<file path="src/rtl/deff_ddr_capture.sv">
// deff_ddr_capture: receive side of a dual-edge data path.
// Each rising-edge beat is paired with the following falling-edge beat.
// Completed pairs go through a small first-word-fall-through FIFO that
// drains on a posedge valid/ready stream.
module deff_ddr_capture #(
  parameter int W     = 8,
  parameter int DEPTH = 4,
  parameter int CNT_W = 16
) (
  input  logic                       clk,
  input  logic                       rst_n,
  input  logic [W-1:0]               ddr_data,
  input  logic                       ddr_valid,
  input  logic                       capture_en,
  output logic [2*W-1:0]             m_data,
  output logic                       m_valid,
  input  logic                       m_ready,
  output logic [$clog2(DEPTH+1)-1:0] level,
  output logic                       overflow,
  input  logic                       clr_ovf,
  output logic [CNT_W-1:0]           pair_cnt
);

  localparam int LVL_W = $clog2(DEPTH + 1);
  localparam int PTR_W = $clog2(DEPTH);

  logic [W-1:0]     rise_q, rise_d;
  logic [W-1:0]     fall_q, fall_d;
  logic             pend_q, pend_d;
  logic [2*W-1:0]   mem_q [DEPTH];
  logic [2*W-1:0]   mem_d [DEPTH];
  logic [PTR_W-1:0] wr_ptr_q, wr_ptr_d;
  logic [PTR_W-1:0] rd_ptr_q, rd_ptr_d;
  logic [LVL_W-1:0] level_q, level_d;
  logic             ovf_q, ovf_d;
  logic [CNT_W-1:0] cnt_q, cnt_d;

  logic push, pop, full, accept, drop;

  // Capture: rising beat and pending flag on posedge; falling beat taken every negedge.
  always_comb begin
    rise_d = rise_q;
    pend_d = capture_en && ddr_valid;
    fall_d = ddr_data;
    if (capture_en && ddr_valid) begin
      rise_d = ddr_data;
    end
  end

  // FIFO control: a pending pair pushes on the next posedge; a full FIFO
  // still accepts when the head is popped in the same cycle.
  always_comb begin
    push     = pend_q;
    pop      = (level_q != '0) && m_ready;
    full     = (level_q == LVL_W'(DEPTH));
    accept   = push && (!full || pop);
    drop     = push && full && !pop;
    mem_d    = mem_q;
    wr_ptr_d = wr_ptr_q;
    rd_ptr_d = rd_ptr_q;
    level_d  = level_q;
    if (accept) begin
      mem_d[wr_ptr_q] = {fall_q, rise_q};
      wr_ptr_d        = wr_ptr_q + 1'b1;
    end
    if (pop) begin
      rd_ptr_d = rd_ptr_q + 1'b1;
    end
    case ({accept, pop})
      2'b10:   level_d = level_q + 1'b1;
      2'b01:   level_d = level_q - 1'b1;
      default: level_d = level_q;
    endcase
    // A drop in the same cycle as a clear leaves the flag set.
    ovf_d = drop ? 1'b1 : (clr_ovf ? 1'b0 : ovf_q);
    cnt_d = accept ? cnt_q + 1'b1 : cnt_q;
  end

  // Posedge state: rising beat, pending flag, FIFO, overflow and counter.
  always_ff @(posedge clk or negedge rst_n) begin
    if (!rst_n) begin
      rise_q   <= '0;
      pend_q   <= 1'b0;
      wr_ptr_q <= '0;
      rd_ptr_q <= '0;
      level_q  <= '0;
      ovf_q    <= 1'b0;
      cnt_q    <= '0;
      for (int i = 0; i < DEPTH; i++) begin
        mem_q[i] <= '0;
      end
    end else begin
      rise_q   <= rise_d;
      pend_q   <= pend_d;
      wr_ptr_q <= wr_ptr_d;
      rd_ptr_q <= rd_ptr_d;
      level_q  <= level_d;
      ovf_q    <= ovf_d;
      cnt_q    <= cnt_d;
      mem_q    <= mem_d;
    end
  end

  // Negedge state: falling beat, cleared by the same async reset.
  always_ff @(negedge clk or negedge rst_n) begin
    if (!rst_n) begin
      fall_q <= '0;
    end else begin
      fall_q <= fall_d;
    end
  end

  assign m_data   = mem_q[rd_ptr_q];
  assign m_valid  = (level_q != '0);
  assign level    = level_q;
  assign overflow = ovf_q;
  assign pair_cnt = cnt_q;

endmodule

</file>
<file path="config.mk">
export PLATFORM = sky130hd
export DESIGN_NAME = deff_ddr_capture
export DESIGN_NICKNAME = d
export VERILOG_FILES = /design/src/rtl/deff_ddr_capture.sv
export SDC_FILE = /design/constraint.sdc
export NUM_CORES = 1
export LEC_CHECK = 0
export ABC_AREA = 1
export BUFFER_PORTS_ARGS = -buffer_cell sky130_fd_sc_hd__buf_2
export CAP_MARGIN = 20
export CORE_MARGIN = 2
export CORE_UTILIZATION = 29
export CTS_BUF_LIST = sky130_fd_sc_hd__clkbuf_4 sky130_fd_sc_hd__clkbuf_8
export DETAILED_ROUTE_END_ITERATION = 10
export PLACE_DENSITY_LB_ADDON = 0.1
export SYNTH_ARGS = -nofsm -noshare
export SYNTH_HDL_FRONTEND = slang
export SYNTH_SLANG_ARGS = --single-unit
</file>
<file path="constraint.sdc">
create_clock -name clk -period 2.5 [get_ports clk]
set_input_delay 0.375 -clock clk [delete_from_list [all_inputs] [get_ports clk]]
set_output_delay 0.375 -clock clk [all_outputs]
set_load 0.03 [all_outputs]
</file>
==> flow_metrics.env, run 1 <==
export IMPL_drtPass1Iterations=5
export IMPL_design_area_sq_um=5320
export IMPL_coreArea_sq_um=15900
export IMPL_nets=585
export IMPL_worst_path_max_fanout=13
export IMPL_cp_start_kind="flip-flop"
export IMPL_finalCritPeriodShare=0.892
export IMPL_routedWlPerCell_microns=14.6
export IMPL_io_pins=51
export IMPL_pre_cts_ws_ps=564
export IMPL_grt_overflow=0
export IMPL_ys_ff_latch=105
export IMPL_netlist_area_leader_share=0.516
export IMPL_cp_end_kind="primary output"
export IMPL_hold_viol_final=0
export IMPL_min_path_type="in2reg"
export IMPL_hpwl_mm=7.35
export IMPL_synth_compound_area_frac=0.151
export IMPL_antenna_found_initial=0
export IMPL_clock_latency_ps=380
export IMPL_fin_worst_skew_ps=24.6
export IMPL_root_buffer="clkbuf_8"
export IMPL_worstMarginPinSlew_ps=530
export IMPL_critPathArrivalTime_ps=1850
export IMPL_layout_drive_gt1_share=0.165
export IMPL_critPathCapture="m_data[1]"
export IMPL_synthSimpleGateAreaFrac=0.180
export IMPL_leakage_nw=2.56
export IMPL_die_x_microns=131
export IMPL_cts_tree="built"
export IMPL_place_inst=769
export IMPL_tns_ps=0
export IMPL_cts_clk_slew_worst_paths_ps=90
export IMPL_cp_slowest_cell="inv_1"
export IMPL_final_max_slew_viol_count=0
export IMPL_remaining_drc_errors=0
export IMPL_syn_to_final_growth_pct=12.9
export IMPL_regToRegStartpoint="fall_q[6]"
export IMPL_reg2reg_depth=2
export IMPL_avgSynthCellArea_sq_um=9.14
export IMPL_period_needed_ps=2230
export IMPL_rsz0062_at_grt="no"
export IMPL_cp_num_cells=4
export IMPL_grt_pass1_vias=3410
export IMPL_start_util=0.296
export IMPL_grt_max_degree=33
export IMPL_final_core_utilization=0.335
export IMPL_netlist_area_sq_um=4710
export IMPL_synth_mux_area_frac=0
export IMPL_p_per_area_nw_per_um2=1270
export IMPL_gp_congestion=0.747
export IMPL_yosysMostFrequentCell="nand2_1"
export IMPL_synth_nets=535
export IMPL_max_freq_ghz=0.448
export IMPL_synth_xor_area_frac=0.0223
export IMPL_critPathMaxStageDelay_ps=400
export IMPL_worstHoldPathCells=2
export IMPL_ys_flop_type="dfrtp_1"
export IMPL_rows=46
export IMPL_synth_area_leaders="dfrtp_1 52%, nand2_1 10%, o21ai_1 5.7%"
export IMPL_synth_top_area_cell="dfrtp_1"
export IMPL_path_delay_family="buffers and inverters"
export IMPL_numCtsBuffers=9
export IMPL_maxCapViolCount=0
export IMPL_synthCells=515
export IMPL_setup_viol=0
export IMPL_cts_sinks=105
export IMPL_fin_cells=786
export IMPL_setup_slack_ps=270
export IMPL_synth_edff_count=0
export IMPL_yosysSeqAreaShare=0.558
export IMPL_drt_iter0_markers=242
export IMPL_vias_per_cell=4.57
export IMPL_synth_top_family_by_area="simple AND/OR/NAND/NOR gates"
export IMPL_synth_warnings=0
export IMPL_grtUsageTotal=0.138
export IMPL_io_buffer_count=50
export IMPL_run_status="completed"
export IMPL_drt_wl_total_mm=11.5
export IMPL_reg2reg_to="mem_q[62]"
export IMPL_crit_start="rd_ptr_q[1]"
export IMPL_clockBufferDepth=2
export IMPL_max_vdd_ir_drop_mv=0.533
export IMPL_path_buf_inv=2
export IMPL_num_vias=3594
export IMPL_ys_top_cells_by_count="126 x nand2_1, 97 x dfrtp_1, 54 x nor2_1, 54 x o21ai_1, 48 x o21ai_0"
export IMPL_ys_types=27
export IMPL_htree_num_levels=3
export IMPL_cp_required_ps=2120
export IMPL_synthAdderAreaFrac=0.0175
export IMPL_critPathKind="reg2out"
export IMPL_r2r_slack_ps=590
export IMPL_die_area_sq_um=17300
export IMPL_grt_first_pass_wirelength_mm=18.7
export IMPL_antenna_cells=0
export IMPL_maxSlewHeadroom=0.646
export IMPL_die_y_microns=131
export IMPL_cts_resized_gates=0
export IMPL_worstPathCellList="inv_1 > o21ai_0 > o22ai_1 > buf_2"
export IMPL_place_area_sq_um=5130
export IMPL_ant_nets=0
export IMPL_ys_async_sr_fraction=1.00
export IMPL_hold_start="clr_ovf"
metrics by stage:
stage / hold WS, ps / total power [W]
after floorplan: 79.4 / 0.00489
after global placement: 332 / 0.00575
after detailed placement: 332 / 0.00579
after CTS: 158 / 0.00682
after global routing: 190 / 0.00727
final: 188 / 0.00673
cells in the final DEF, fill, tap and decap left out:
master / netlist / routed
buf_4: 0 / 11
nand3_4: 1 / 1
buf_2: 0 / 49
ha_1: 5 / 5
nand3b_1: 2 / 2
nand2_1: 126 / 126
inv_1: 37 / 37
nand2_4: 4 / 4
nor2_1: 54 / 54
nor3_1: 1 / 1
xor2_1: 9 / 9
inv_6: 0 / 1
o22ai_1: 17 / 17
o21ai_1: 54 / 54
nand3_1: 7 / 7
o21ai_0: 48 / 48
dfrtp_1: 97 / 97
o21ai_2: 10 / 10
dfrtn_1: 8 / 8
inv_8: 1 / 1
nand2_8: 1 / 1
clkbuf_4: 0 / 2
xnor2_1: 3 / 3
clkbuf_8: 0 / 9
dlygate4sd3_1: 0 / 1
clkinv_1: 1 / 1
a21oi_1: 1 / 1
nor2_4: 1 / 1
clkinv_4: 0 / 1
fa_1: 1 / 1
nand4_1: 4 / 4
clkinvlp_4: 0 / 3
per-layer routing:
metal,part of all wire,global-route usage
met4,0.015,0.0507
met5,0,0
met1,0.50,0.188
met2,0.46,0.218
met3,0.033,0.0239
timing repair:
| item | CTS | global route |
|---|---|---|
| hold endpoints to repair | 14 | 0 |
| buffers inserted | 0 | 0 |
| hold buffers | 1 | 0 |
where the power goes:
part	total [W]	internal [W]	switching, W
clock network	0.00101	0.000391	0.000615
registers	0.00269	0.00232	0.000374
logic	0.00303	0.000964	0.00207
total	0.00673	0.00367	0.00306
kinds of logic after synthesis:
| group | after synthesis |
|---|---|
| DFF | 105 |
| buffers and inverters | 61 |
| and+or+nand+nor | 201 |
| AOI/OAI and AO/OA | 130 |
| adders and majority gates | 6 |
| xor gates and xnor gates | 12 |
flip-flops by register name (all words and copies together), names as in the netlist:
| signal | cells |
|---|---|
| mem_q | 64 |
| fall_q | 8 |
| pair_cnt | 16 |
| wr_ptr_q | 2 |
| level | 3 |
| overflow | 1 |
| pend_q | 1 |
| rd_ptr_q | 2 |
| rise_q | 8 |
worst min path at each step:
stage,endpoint
3_5_place_dp,mem_q[3]
3_3_place_gp,mem_q[3]
2_1_floorplan,level[0]
4_1_cts,overflow
5_1_grt,overflow
6_report,overflow
worst register-to-register path, cell delays in order, from the launching register on:
cell and delay (ps):
dfrtn_1 390, inv_1 80, o21ai_1 140
area by class of cell:
cell class | instances | area, sq um
clock inverters | 5 | 40.0
clock buffers | 11 | 139
well taps | 216 | 270
fillers | 1729 | 10600
inverters | 39 | 154
repair buffers | 61 | 338
flip-flops and latches | 105 | 2630
multi-input cells | 349 | 1750
Power figures use the tool's default switching activity.
==> run 2: changes to the inputs <==
- CORE_UTILIZATION: 29 -> 34
- HOLD_SLACK_MARGIN: not set -> 0.06
==> run 2 against run 1 <==
Compared with the run above:
- routed wire length down 4.6%
- clock-buffer cell count did not move
- power rose by 3.4%
- hold slack better by 1.1 ps
- cell count fell by 5.1%
- sequential power barely moved
- combinational power about the same
- critical path depth unchanged
- critical endpoint is now m_data[10]
==> flow_metrics.env, run 2 (synthesis results as in run 1) <==
export IMPL_grt_pass1_vias=3473
export IMPL_cp_start_kind="flip-flop"
export IMPL_hold_viol_final=0
export IMPL_critPathArrivalTime_ps=1840
export IMPL_cts_clk_slew_worst_paths_ps=90
export IMPL_drt_iter0_markers=213
export IMPL_min_path_type="in2reg"
export IMPL_cp_slowest_cell="inv_1"
export IMPL_num_vias=3523
export IMPL_coreArea_sq_um=13400
export IMPL_critPathKind="reg2out"
export IMPL_gp_congestion=0.766
export IMPL_routedWlPerCell_microns=14.7
export IMPL_vias_per_cell=4.72
export IMPL_worstPathCellList="inv_1 > o21ai_0 > o22ai_1 > buf_2"
export IMPL_root_buffer="clkbuf_8"
export IMPL_maxSlewHeadroom=0.585
export IMPL_run_status="completed"
export IMPL_grt_max_degree=34
export IMPL_grtUsageTotal=0.161
export IMPL_die_y_microns=122
export IMPL_place_inst=729
export IMPL_hpwl_mm=6.95
export IMPL_numCtsBuffers=9
export IMPL_grt_overflow=0
export IMPL_worst_path_max_fanout=16
export IMPL_rows=42
export IMPL_p_per_area_nw_per_um2=1300
export IMPL_fin_worst_skew_ps=23.0
export IMPL_post_cts_buffers=0
export IMPL_io_buffer_count=50
export IMPL_htree_num_levels=3
export IMPL_design_area_sq_um=5340
export IMPL_largest_reg_flops=64
export IMPL_crit_start="rd_ptr_q[1]"
export IMPL_rsz0062_at_grt="no"
export IMPL_max_freq_ghz=0.451
export IMPL_remaining_drc_errors=0
export IMPL_syn_to_final_growth_pct=13.4
export IMPL_start_util=0.351
export IMPL_drtPass1Iterations=4
export IMPL_die_area_sq_um=14800
export IMPL_place_area_sq_um=5090
export IMPL_fin_cells=746
export IMPL_antenna_cells=0
export IMPL_layout_drive_gt1_share=0.165
export IMPL_tns_ps=0
export IMPL_cts_resized_gates=0
export IMPL_clockBufferDepth=2
export IMPL_reg2reg_depth=2
export IMPL_r2r_slack_ps=540
export IMPL_final_core_utilization=0.399
export IMPL_worstMarginPinSlew_ps=622
export IMPL_max_vdd_ir_drop_mv=0.481
export IMPL_finalCritPeriodShare=0.888
export IMPL_die_x_microns=122
export IMPL_final_common_cell="nand2_1"
export IMPL_io_pins=51
export IMPL_nets=585
export IMPL_leakage_nw=2.60
export IMPL_path_buf_inv=2
export IMPL_cp_required_ps=2120
export IMPL_critPathMaxStageDelay_ps=460
export IMPL_regToRegStartpoint="fall_q[5]"
export IMPL_cts_tree="built"
export IMPL_cts_sinks=105
export IMPL_clock_latency_ps=380
export IMPL_maxCapViolCount=0
export IMPL_reg2reg_to="mem_q[13]"
export IMPL_top_register="mem_q"
export IMPL_setup_viol=0
export IMPL_drt_wl_total_mm=11.0
export IMPL_antenna_found_initial=0
export IMPL_ant_nets=0
export IMPL_period_needed_ps=2220
export IMPL_final_max_slew_viol_count=0
export IMPL_cp_num_cells=4
export IMPL_path_delay_family="buffers and inverters"
export IMPL_grt_first_pass_wirelength_mm=18.3
export IMPL_cp_end_kind="primary output"
export IMPL_final_cell_mix="126 x nand2_1, 97 x dfrtp_1, 54 x nor2_1, 54 x o21ai_1, 49 x buf_2"
export IMPL_critPathCapture="m_data[10]"
[run 2: cell types whose count changed in the layout (fill, tap and decap cells not counted), sizes merged]
cell	before	now
inv	39	38
clkinvlp	3	0
clkinv	2	3
bufinv	0	3
[run 2: worst min-delay path by stage]
stage             from  endpoint  slack, ps  depth (start not counted)
2_1_floorplan    rst_n  level[0]         80                          0
3_3_place_gp     rst_n  mem_q[3]        350                          1
3_5_place_dp     rst_n  mem_q[3]        350                          1
4_1_cts        clr_ovf  overflow        160                          2
5_1_grt        clr_ovf  overflow        180                          2
6_report       clr_ovf  overflow        190                          2
[run 2: cell type report]
class / count / area (sq um)
fill: 1403 / 8060
sequential: 105 / 2630
multi-input combinational: 349 / 1750
timing repair buffer: 61 / 350
tap: 176 / 220
inverter: 39 / 154
clock buffer: 11 / 139
clock inverter: 5 / 104
[run 2: worst reg2reg max path, cell delays in order (launching register included)]
cell and delay, ps:
dfrtn_1 420, inv_1 100, o21ai_1 140
[run 2: power breakdown]
group,internal (W),switching (W),total [W]
registers,0.00232,0.000370,0.00269
logic,0.000960,0.00204,0.00300
clock network,0.000689,0.000590,0.00128
total,0.00397,0.00300,0.00697
[run 2: metal layers]
metal	global-route usage	vias to the layer above	share of wire
li1	-	1775	-
met1	0.229	1693	0.50
met5	0	-	0
met3	0.0276	12	0.027
met2	0.247	43	0.46
met4	0.0647	0	0.015
[run 2: metrics by stage]
stage                     setup slack [ps]  hold slack (ps)  power, W
after global routing                   112              180   0.00751
final                                  281              189   0.00697
after CTS                              211              165   0.00706
after global placement                 514              352   0.00571
after floorplan                        544             79.4   0.00489
after detailed placement               535              347   0.00576
[run 2: timing repair]
action,in CTS,in global routing
endpoints found under the setup margin,0,0
hold buffers,1,0
hold endpoints to repair,16,0
